<file path="src/rtl/dtw_stream_sequencer.sv">
// Job sequencer feeding a DTW core: gates a query stream of qlen beats, waits for the core
// result and reports status. Optional WAIT_CORE watchdog enabled by defining DTW_SEQ_TIMEOUT_EN.
module dtw_stream_sequencer #(
  parameter int unsigned AXIS_DATA_WIDTH = 32,
  parameter int unsigned QLEN_WIDTH      = 16,
  parameter int unsigned TIMEOUT_CYCLES  = 4096
) (
  input  logic                       S_AXIS_clk,
  input  logic                       S_AXIS_rst,

  input  logic                       cfg_start,
  input  logic [QLEN_WIDTH-1:0]      cfg_qlen,
  input  logic                       cfg_abort,
  input  logic                       err_clr,

  input  logic                       S_AXIS_tuser,
  input  logic                       S_AXIS_tvalid,
  output logic                       S_AXIS_tready,
  input  logic                       S_AXIS_tlast,
  input  logic [AXIS_DATA_WIDTH-1:0] S_AXIS_tdata,

  output logic                       M_AXIS_tuser,
  output logic                       M_AXIS_tvalid,
  input  logic                       M_AXIS_tready,
  output logic                       M_AXIS_tlast,
  output logic [AXIS_DATA_WIDTH-1:0] M_AXIS_tdata,

  input  logic                       core_done,
  input  logic [31:0]                core_score,

  output logic                       busy,
  output logic                       done_irq,
  output logic                       result_valid,
  output logic [31:0]                result_score,
  output logic [QLEN_WIDTH-1:0]      beats_accepted,
  output logic                       err_cfg,
  output logic                       err_short,
  output logic                       err_abort,
  output logic                       err_timeout
);

  typedef enum logic [1:0] {StIdle, StStream, StWaitCore} state_e;

  state_e                state_q;
  logic [QLEN_WIDTH-1:0] qlen_q;
  logic [QLEN_WIDTH-1:0] beats_q;
  logic [QLEN_WIDTH-1:0] qlen_last;
  logic                  result_valid_q;
  logic [31:0]           result_score_q;
  logic                  done_irq_q;
  logic                  err_cfg_q;
  logic                  err_short_q;
  logic                  err_abort_q;

  logic stream_en;
  logic beat_first;
  logic beat_last;
  logic xfer;

  // Upstream tuser is regenerated locally from the beat counter.
  logic unused_tuser;
  assign unused_tuser = S_AXIS_tuser;

`ifdef DTW_SEQ_TIMEOUT_EN
  localparam int unsigned TmoW = $clog2(TIMEOUT_CYCLES + 1);
  localparam logic [TmoW-1:0] TmoLast = TmoW'(TIMEOUT_CYCLES - 1);

  logic [TmoW-1:0] tmo_cnt_q;
  logic            err_timeout_q;
  assign err_timeout = err_timeout_q;
`else
  assign err_timeout = 1'b0;
`endif

  // Abort suppresses the handshake so an aborted cycle never moves a beat.
  assign stream_en  = (state_q == StStream) && !cfg_abort;
  assign qlen_last  = qlen_q - QLEN_WIDTH'(1);
  assign beat_first = (beats_q == '0);
  assign beat_last  = (beats_q == qlen_last);

  assign M_AXIS_tvalid = stream_en & S_AXIS_tvalid;
  assign S_AXIS_tready = stream_en & M_AXIS_tready;
  assign M_AXIS_tdata  = stream_en ? S_AXIS_tdata : '0;
  assign M_AXIS_tuser  = M_AXIS_tvalid & beat_first;
  assign M_AXIS_tlast  = M_AXIS_tvalid & (beat_last | S_AXIS_tlast);
  assign xfer          = M_AXIS_tvalid & M_AXIS_tready;

  assign busy           = (state_q != StIdle);
  assign done_irq       = done_irq_q;
  assign result_valid   = result_valid_q;
  assign result_score   = result_score_q;
  assign beats_accepted = beats_q;
  assign err_cfg        = err_cfg_q;
  assign err_short      = err_short_q;
  assign err_abort      = err_abort_q;

  always_ff @(posedge S_AXIS_clk or negedge S_AXIS_rst) begin
    if (!S_AXIS_rst) begin
      state_q        <= StIdle;
      qlen_q         <= '0;
      beats_q        <= '0;
      result_valid_q <= 1'b0;
      result_score_q <= '0;
      done_irq_q     <= 1'b0;
      err_cfg_q      <= 1'b0;
      err_short_q    <= 1'b0;
      err_abort_q    <= 1'b0;
`ifdef DTW_SEQ_TIMEOUT_EN
      tmo_cnt_q      <= '0;
      err_timeout_q  <= 1'b0;
`endif
    end else begin
      done_irq_q <= 1'b0;
      // Clear first so that any set below in the same cycle takes precedence.
      if (err_clr) begin
        err_cfg_q   <= 1'b0;
        err_short_q <= 1'b0;
        err_abort_q <= 1'b0;
`ifdef DTW_SEQ_TIMEOUT_EN
        err_timeout_q <= 1'b0;
`endif
      end
`ifdef DTW_SEQ_TIMEOUT_EN
      if (state_q != StWaitCore) tmo_cnt_q <= '0;
`endif
      unique case (state_q)
        StIdle: begin
          if (cfg_start) begin
            if (cfg_qlen != '0) begin
              qlen_q         <= cfg_qlen;
              beats_q        <= '0;
              result_valid_q <= 1'b0;
              state_q        <= StStream;
            end else begin
              err_cfg_q <= 1'b1;
            end
          end
        end
        StStream: begin
          if (cfg_abort) begin
            err_abort_q <= 1'b1;
            state_q     <= StIdle;
          end else if (xfer) begin
            beats_q <= beats_q + QLEN_WIDTH'(1);
            if (beat_last || S_AXIS_tlast) state_q <= StWaitCore;
            if (S_AXIS_tlast && !beat_last) err_short_q <= 1'b1;
          end
        end
        StWaitCore: begin
          if (cfg_abort) begin
            err_abort_q <= 1'b1;
            state_q     <= StIdle;
          end else if (core_done) begin
            result_score_q <= core_score;
            result_valid_q <= 1'b1;
            done_irq_q     <= 1'b1;
            state_q        <= StIdle;
          end
`ifdef DTW_SEQ_TIMEOUT_EN
          else if (tmo_cnt_q == TmoLast) begin
            err_timeout_q <= 1'b1;
            done_irq_q    <= 1'b1;
            state_q       <= StIdle;
          end else begin
            tmo_cnt_q <= tmo_cnt_q + TmoW'(1);
          end
`endif
        end
        default: state_q <= StIdle;
      endcase
    end
  end

endmodule

</file>
<file path="config.mk">
export PLATFORM = sky130hd
export DESIGN_NAME = dtw_stream_sequencer
export DESIGN_NICKNAME = d
export VERILOG_FILES = /design/src/rtl/dtw_stream_sequencer.sv
export SDC_FILE = /design/constraint.sdc
export NUM_CORES = 1
export LEC_CHECK = 0
export ABC_AREA = 1
export CORE_ASPECT_RATIO = 1.1
export CORE_MARGIN = 1.5
export CORE_UTILIZATION = 43
export DETAILED_ROUTE_END_ITERATION = 10
export GPL_ROUTABILITY_DRIVEN = 0
export PLACE_DENSITY = 0.82
export SLEW_MARGIN = 20
export SYNTH_ARGS = -nofsm -noshare
export SYNTH_HDL_FRONTEND = slang
export SYNTH_SLANG_ARGS = --single-unit
</file>
<file path="constraint.sdc">
create_clock -name S_AXIS_clk -period 2.3 [get_ports S_AXIS_clk]
set_input_delay 0.345 -clock S_AXIS_clk [delete_from_list [all_inputs] [get_ports S_AXIS_clk]]
set_output_delay 0.345 -clock S_AXIS_clk [all_outputs]
set_load 0.02 [all_outputs]
</file>
After elaboration in Yosys (flattened, before gate mapping)
Index checks and enable logic that the tools add are counted.
Widths: inputs -> output; s select.
{"block": "word_totals", "out_inout_bits": 91, "reg_bits": 71, "elab_cells": 81}
{"block": "classes", "bitwise_logic": 7, "add_sub_neg": 2, "eq_ne": 12, "n_reduce_logical": 17, "muxes": 34}
{"operator": "$mux 16", "count": 4}
{"operator": "$mux 32", "count": 1}
{"operator": "$pmux 16 s2", "count": 1}
{"operator": "$mux 1", "count": 19}
{"operator": "$add 16x1->16 const B", "count": 1}
{"operator": "$eq 16x16->1", "count": 1}
{"operator": "$logic_not 16->1", "count": 1}
{"operator": "$reduce_bool 16->1", "count": 1}
{"operator": "$sub 16x1->16 const B", "count": 1}
{"operator": "$reduce_and 5->1", "count": 3}
{"operator": "$mux 2", "count": 7}
{"operator": "$ne 2x2->1 const B", "count": 6}
{"operator": "$ne 3x3->1 const B", "count": 2}
{"operator": "$pmux 2 s3", "count": 1}
{"operator": "$reduce_and 3->1", "count": 2}
{"operator": "$reduce_bool 2->1", "count": 3}
{"operator": "$and 1x1->1", "count": 5}
{"operator": "$ne 3x2->1 const B", "count": 1}
{"operator": "$eq 2x1->1 const B", "count": 1}
{"operator": "$eq 2x2->1 const B", "count": 1}
{"operator": "$logic_and 1x1->1", "count": 2}
{"operator": "$logic_not 1->1", "count": 2}
{"operator": "$logic_not 2->1", "count": 1}
{"operator": "$pmux 1 s2", "count": 1}
{"operator": "other kinds (4)", "count": 4}

Logic depth before layout (Yosys ltp)
{"block": "depth", "ltp_word": 8, "ltp_mapped": 16, "depth_no_buf": 16}

Worst setup path after synthesis
OpenSTA, ideal clock, no wires.
{"block": "synth_timing", "kind": "register to output", "from": "register qlen_q[0]", "to": "output port M_AXIS_tlast", "stages_incl_launch_ff": 13, "n_path_buf": 0, "path_slack_ns": -0.025, "arrival_time_ns": 1.980, "required_ns": 1.955, "cell_sequence": "dfrtp_1 -> clkinv_1 -> ha_1 -> nand3_1 -> nor2_2 -> nand2_1 -> nand2_1 -> nand2_1 -> nor2_1 -> nand2_1 -> nor2_1 -> nand2_1 -> a21boi_0"}
{"block": "synth_between", "elab_chain_cells": 4}
{"element": "start, declared", "line_no": "45", "rtl": "logic [QLEN_WIDTH-1:0] qlen_q;"}
{"element": "start signal, assigned", "line_no": "130", "rtl": "qlen_q <= cfg_qlen;"}
{"element": "$sub 16x1->16", "line_no": "77", "rtl": "assign qlen_last = qlen_q - QLEN_WIDTH'(1);"}
{"element": "$eq 16x16->1", "line_no": "79", "rtl": "assign beat_last = (beats_q == qlen_last);"}
{"element": "$or 1x1->1", "line_no": "85", "rtl": "assign M_AXIS_tlast = M_AXIS_tvalid & (beat_last | S_AXIS_tlast);"}
{"element": "$and 1x1->1", "line_no": "85"}
{"element": "end, declared", "line_no": "25", "rtl": "output logic M_AXIS_tlast,"}
Every way passes these cells.

Worst setup path after layout
{"block": "layout_timing", "from": "register qlen_q[1]", "to": "output port M_AXIS_tlast"}
The elaborated chain is that of the path after synthesis.

==> results.yml <==
sta:
  setup_tns_ns: -0.257
  finalClockSkew_ns: 0.00805
  period_needed_ns: 2.56
  hold_viol_final: 0
  relSlewSlack: 0.595
  fmax_mhz: 391
  maxSlewViolCount: 0
  rsz0062_at_grt: "yes"
  finalSetupViolations: 1
  worst_slew_pin_slew_ns: 0.603
  worst_slack_ns: -0.257
  period_share: 1.11
routing:
  drc: 0
  drt_iter0_drc: 220
  postRouteAntennaNets: 0
  firstDrtPassIters: 5
  wl_um: 13500
  routed_via_density: 4.92
  post_drt_wl_per_cell_um: 14.2
  vias: 4669
pwr:
  leakage_nw: 3.51
  vdd_drop_max_mv: 0.757
  powerDensity_nw_per_um2: 1080
yosys:
  synth_top_area_cell: "dfrtp_1"
  yosysTopAreaCellShare: 0.427
  netlist_instances: 589
  synthDistinctLibCells: 36
  yosysSeqAreaShare: 0.427
  synth_area_per_cell_sq_um: 7.07
  ys_top_cells_by_area: "dfrtp_1 43%, nand2_1 18%, inv_1 7.9%"
  ys_ff_latch: 71
  yosysWarnings: 0
  syn-num-nets: 686
  syn-cell-area_sq_um: 4160
clock_tree:
  clock_latency_ns: 0.36
  cts-root-buf: "clkbuf_8"
  clockBufferDepth: 2
  htree_num_levels: 3
  clkSlewWorstSetupHoldPaths_ns: 0.09
  cts_buffers: 9
  cts_tree: "yes"
  cts.sinks: 71
  cts_hold_buf: 0
finish:
  areaGrowthSynthToFinish_pct: 63.2
  seq_area_sq_um: 1780
  nFillCells: 759
  final_nets: 924
  drive_above_1_share: 0.139
  final_cell_mix: "194 x nand2_1, 140 x clkdlybuf4s50_1, 86 x inv_1"
  final_area_sq_um: 6790
  multi_input_area_sq_um: 2050
  layout_commonest_cell: "nand2_1"
  antennaDiodeCount: 0
worst_setup_path:
  r2r_cells: 17
  worstPathRequired_ns: 1.96
  crit_path_end_kind: "output port"
  r2r_setup_slack_ns: 0.12
  cp_max_fo: 6
  startpoint_type: "register"
  r2r_start: "qlen_q[1]"
  critical_path_arrival_ns: 2.21
  crit_type: "register to output port"
  reg2reg_to: "state_q[0]"
floorplan:
  rows: 37
  core_sq_um: 9400
  io_pins: 181
  initial_core_util: 0.443
  die_y_um: 106
  dieArea_sq_um: 10300
  die_w_um: 96.8
placement:
  portBuffers: 178
  placed_cell_area_sq_um: 6480
  hpwl_um: 10200
global_route:
  grt_use_total: 0.264
  grt_max_degree: 72
  grt_pass1_wl_um: 22100
  antenna_found_initial: 0
  grt-ovfl-total: 0
  grt_pass1_vias: 4839
flow_run:
  cap_violations: 0
run_status:
  outcome: "finished, violations left"
  violations: "setup timing"
hold_path:
  hold_class: "input pin to asynchronous set/reset pin"
[power by group]
| group | switching (W) | internal (W) | leakage [nW] | total [W] |
|---|---|---|---|---|
| Clock | 0.000530 | 0.000622 | 0.110 | 0.00115 |
| Combinational | 0.00230 | 0.00184 | 2.49 | 0.00414 |
| Sequential | 0.000350 | 0.00172 | 0.914 | 0.00207 |
| Total | 0.00318 | 0.00418 | 3.51 | 0.00736 |
[sequential cells by signal, indices dropped and copies added, names as in the netlist]
| signal | count |
|---|---|
| state_q | 2 |
| beats_accepted | 16 |
| err_abort | 1 |
| err_short | 1 |
| result_valid | 1 |
| err_cfg | 1 |
| qlen_q | 16 |
| result_score | 32 |
| done_irq | 1 |
[metal layers]
| metal | GRT usage | share of wire | vias up | wire (um) |
|---|---|---|---|---|
| met2 | 0.464 | 0.51 | 181 | 6820 |
| met4 | 0.128 | 0.040 | 0 | 536 |
| met1 | 0.292 | 0.38 | 2167 | 5100 |
| met5 | 0 | 0 | - | 0 |
| li1 | - | - | 2277 | - |
| met3 | 0.0769 | 0.074 | 44 | 1000 |
[layout make-up]
type / instances / area share
flip-flops and latches: 71 / 0.262
inverters: 90 / 0.0498
multi-input cells: 410 / 0.302
repair buffers: 245 / 0.332
well taps: 117 / 0.0216
clock buffers: 9 / 0.0182
clock inverters: 7 / 0.0151
[cells in the mapped netlist (all sizes together)]
cell / n
and2: 1
nand3b: 5
clkinv: 2
o21bai: 1
nor2: 82
nand4: 9
clkbuf: 14
a221oi: 1
o21a: 1
xnor2: 8
xor2: 10
buf: 4
a22o: 1
nor4: 4
conb: 1
nor4b: 1
nor3b: 1
dfrtp: 71
nor3: 9
a21oi: 9
nand3: 27
ha: 7
o21ai: 25
a2bb2oi: 1
o31ai: 5
a21boi: 1
inv: 88
nand2: 200
[critical path, stage by stage, from the launching register on]
cell and delay, ns:
dfrtp_1 0.41, buf_4 0.15, nor2_4 0.10, nand2_2 0.09, nor2_4 0.19, nand3_2 0.11
nand2_2 0.07, inv_2 0.05, nor2_4 0.11, nand2_2 0.07, nor2_2 0.12, nand2_2 0.09
a21boi_2 0.16, buf_6 0.13
[how the worst max path moves through the flow]
stage / start / endpoint / slack [ns]
floorplan: qlen_q[0] / M_AXIS_tlast / 0.13
global placement: qlen_q[1] / M_AXIS_tlast / -0.34
detailed placement: qlen_q[1] / M_AXIS_tlast / -0.46
CTS: qlen_q[1] / M_AXIS_tlast / -0.27
global route: qlen_q[0] / M_AXIS_tlast / -0.35
finish: qlen_q[1] / M_AXIS_tlast / -0.26
[per-stage QoR]
step / util / setup WS [ns] / cells / hold WS [ns] / total power (W)
4_1_cts: 0.715 / -0.266 / 945 / 0.0249 / 0.00724
6_report: 0.723 / -0.257 / 949 / 0.00460 / 0.00736
3_5_place_dp: 0.689 / -0.458 / 926 / 0.410 / 0.00603
2_1_floorplan: - / 0.132 / 589 / 0.0494 / 0.00411
5_1_grt: 0.723 / -0.348 / 949 / 0.0354 / 0.00786
3_3_place_gp: 0.689 / -0.339 / 926 / 0.399 / 0.00589
[cells by family (layout without fill, tap and decap cells)]
| logic type | Yosys count | in the layout | share of synthesized area |
|---|---|---|---|
| fa+ha+maj | 7 | 7 | 0.0210 |
| compound gates | 45 | 45 | 0.0616 |
| xor+xnor | 18 | 18 | 0.0379 |
| other cells | 1 | 1 | 0.000901 |
| simple gates | 339 | 339 | 0.352 |
| flops | 71 | 71 | 0.427 |
| buf+inv | 108 | 351 | 0.0998 |
[repair_timing]
item | in CTS | in global routing
pin swaps | 4 | 13
endpoints found under the setup margin | 36 | 6
gates resized for setup | 49 | 20
buffers inserted | 3 | 4
hold endpoints to repair | 0 | 0
cloned | 0 | 0
(Power assumes the default switching activity.)
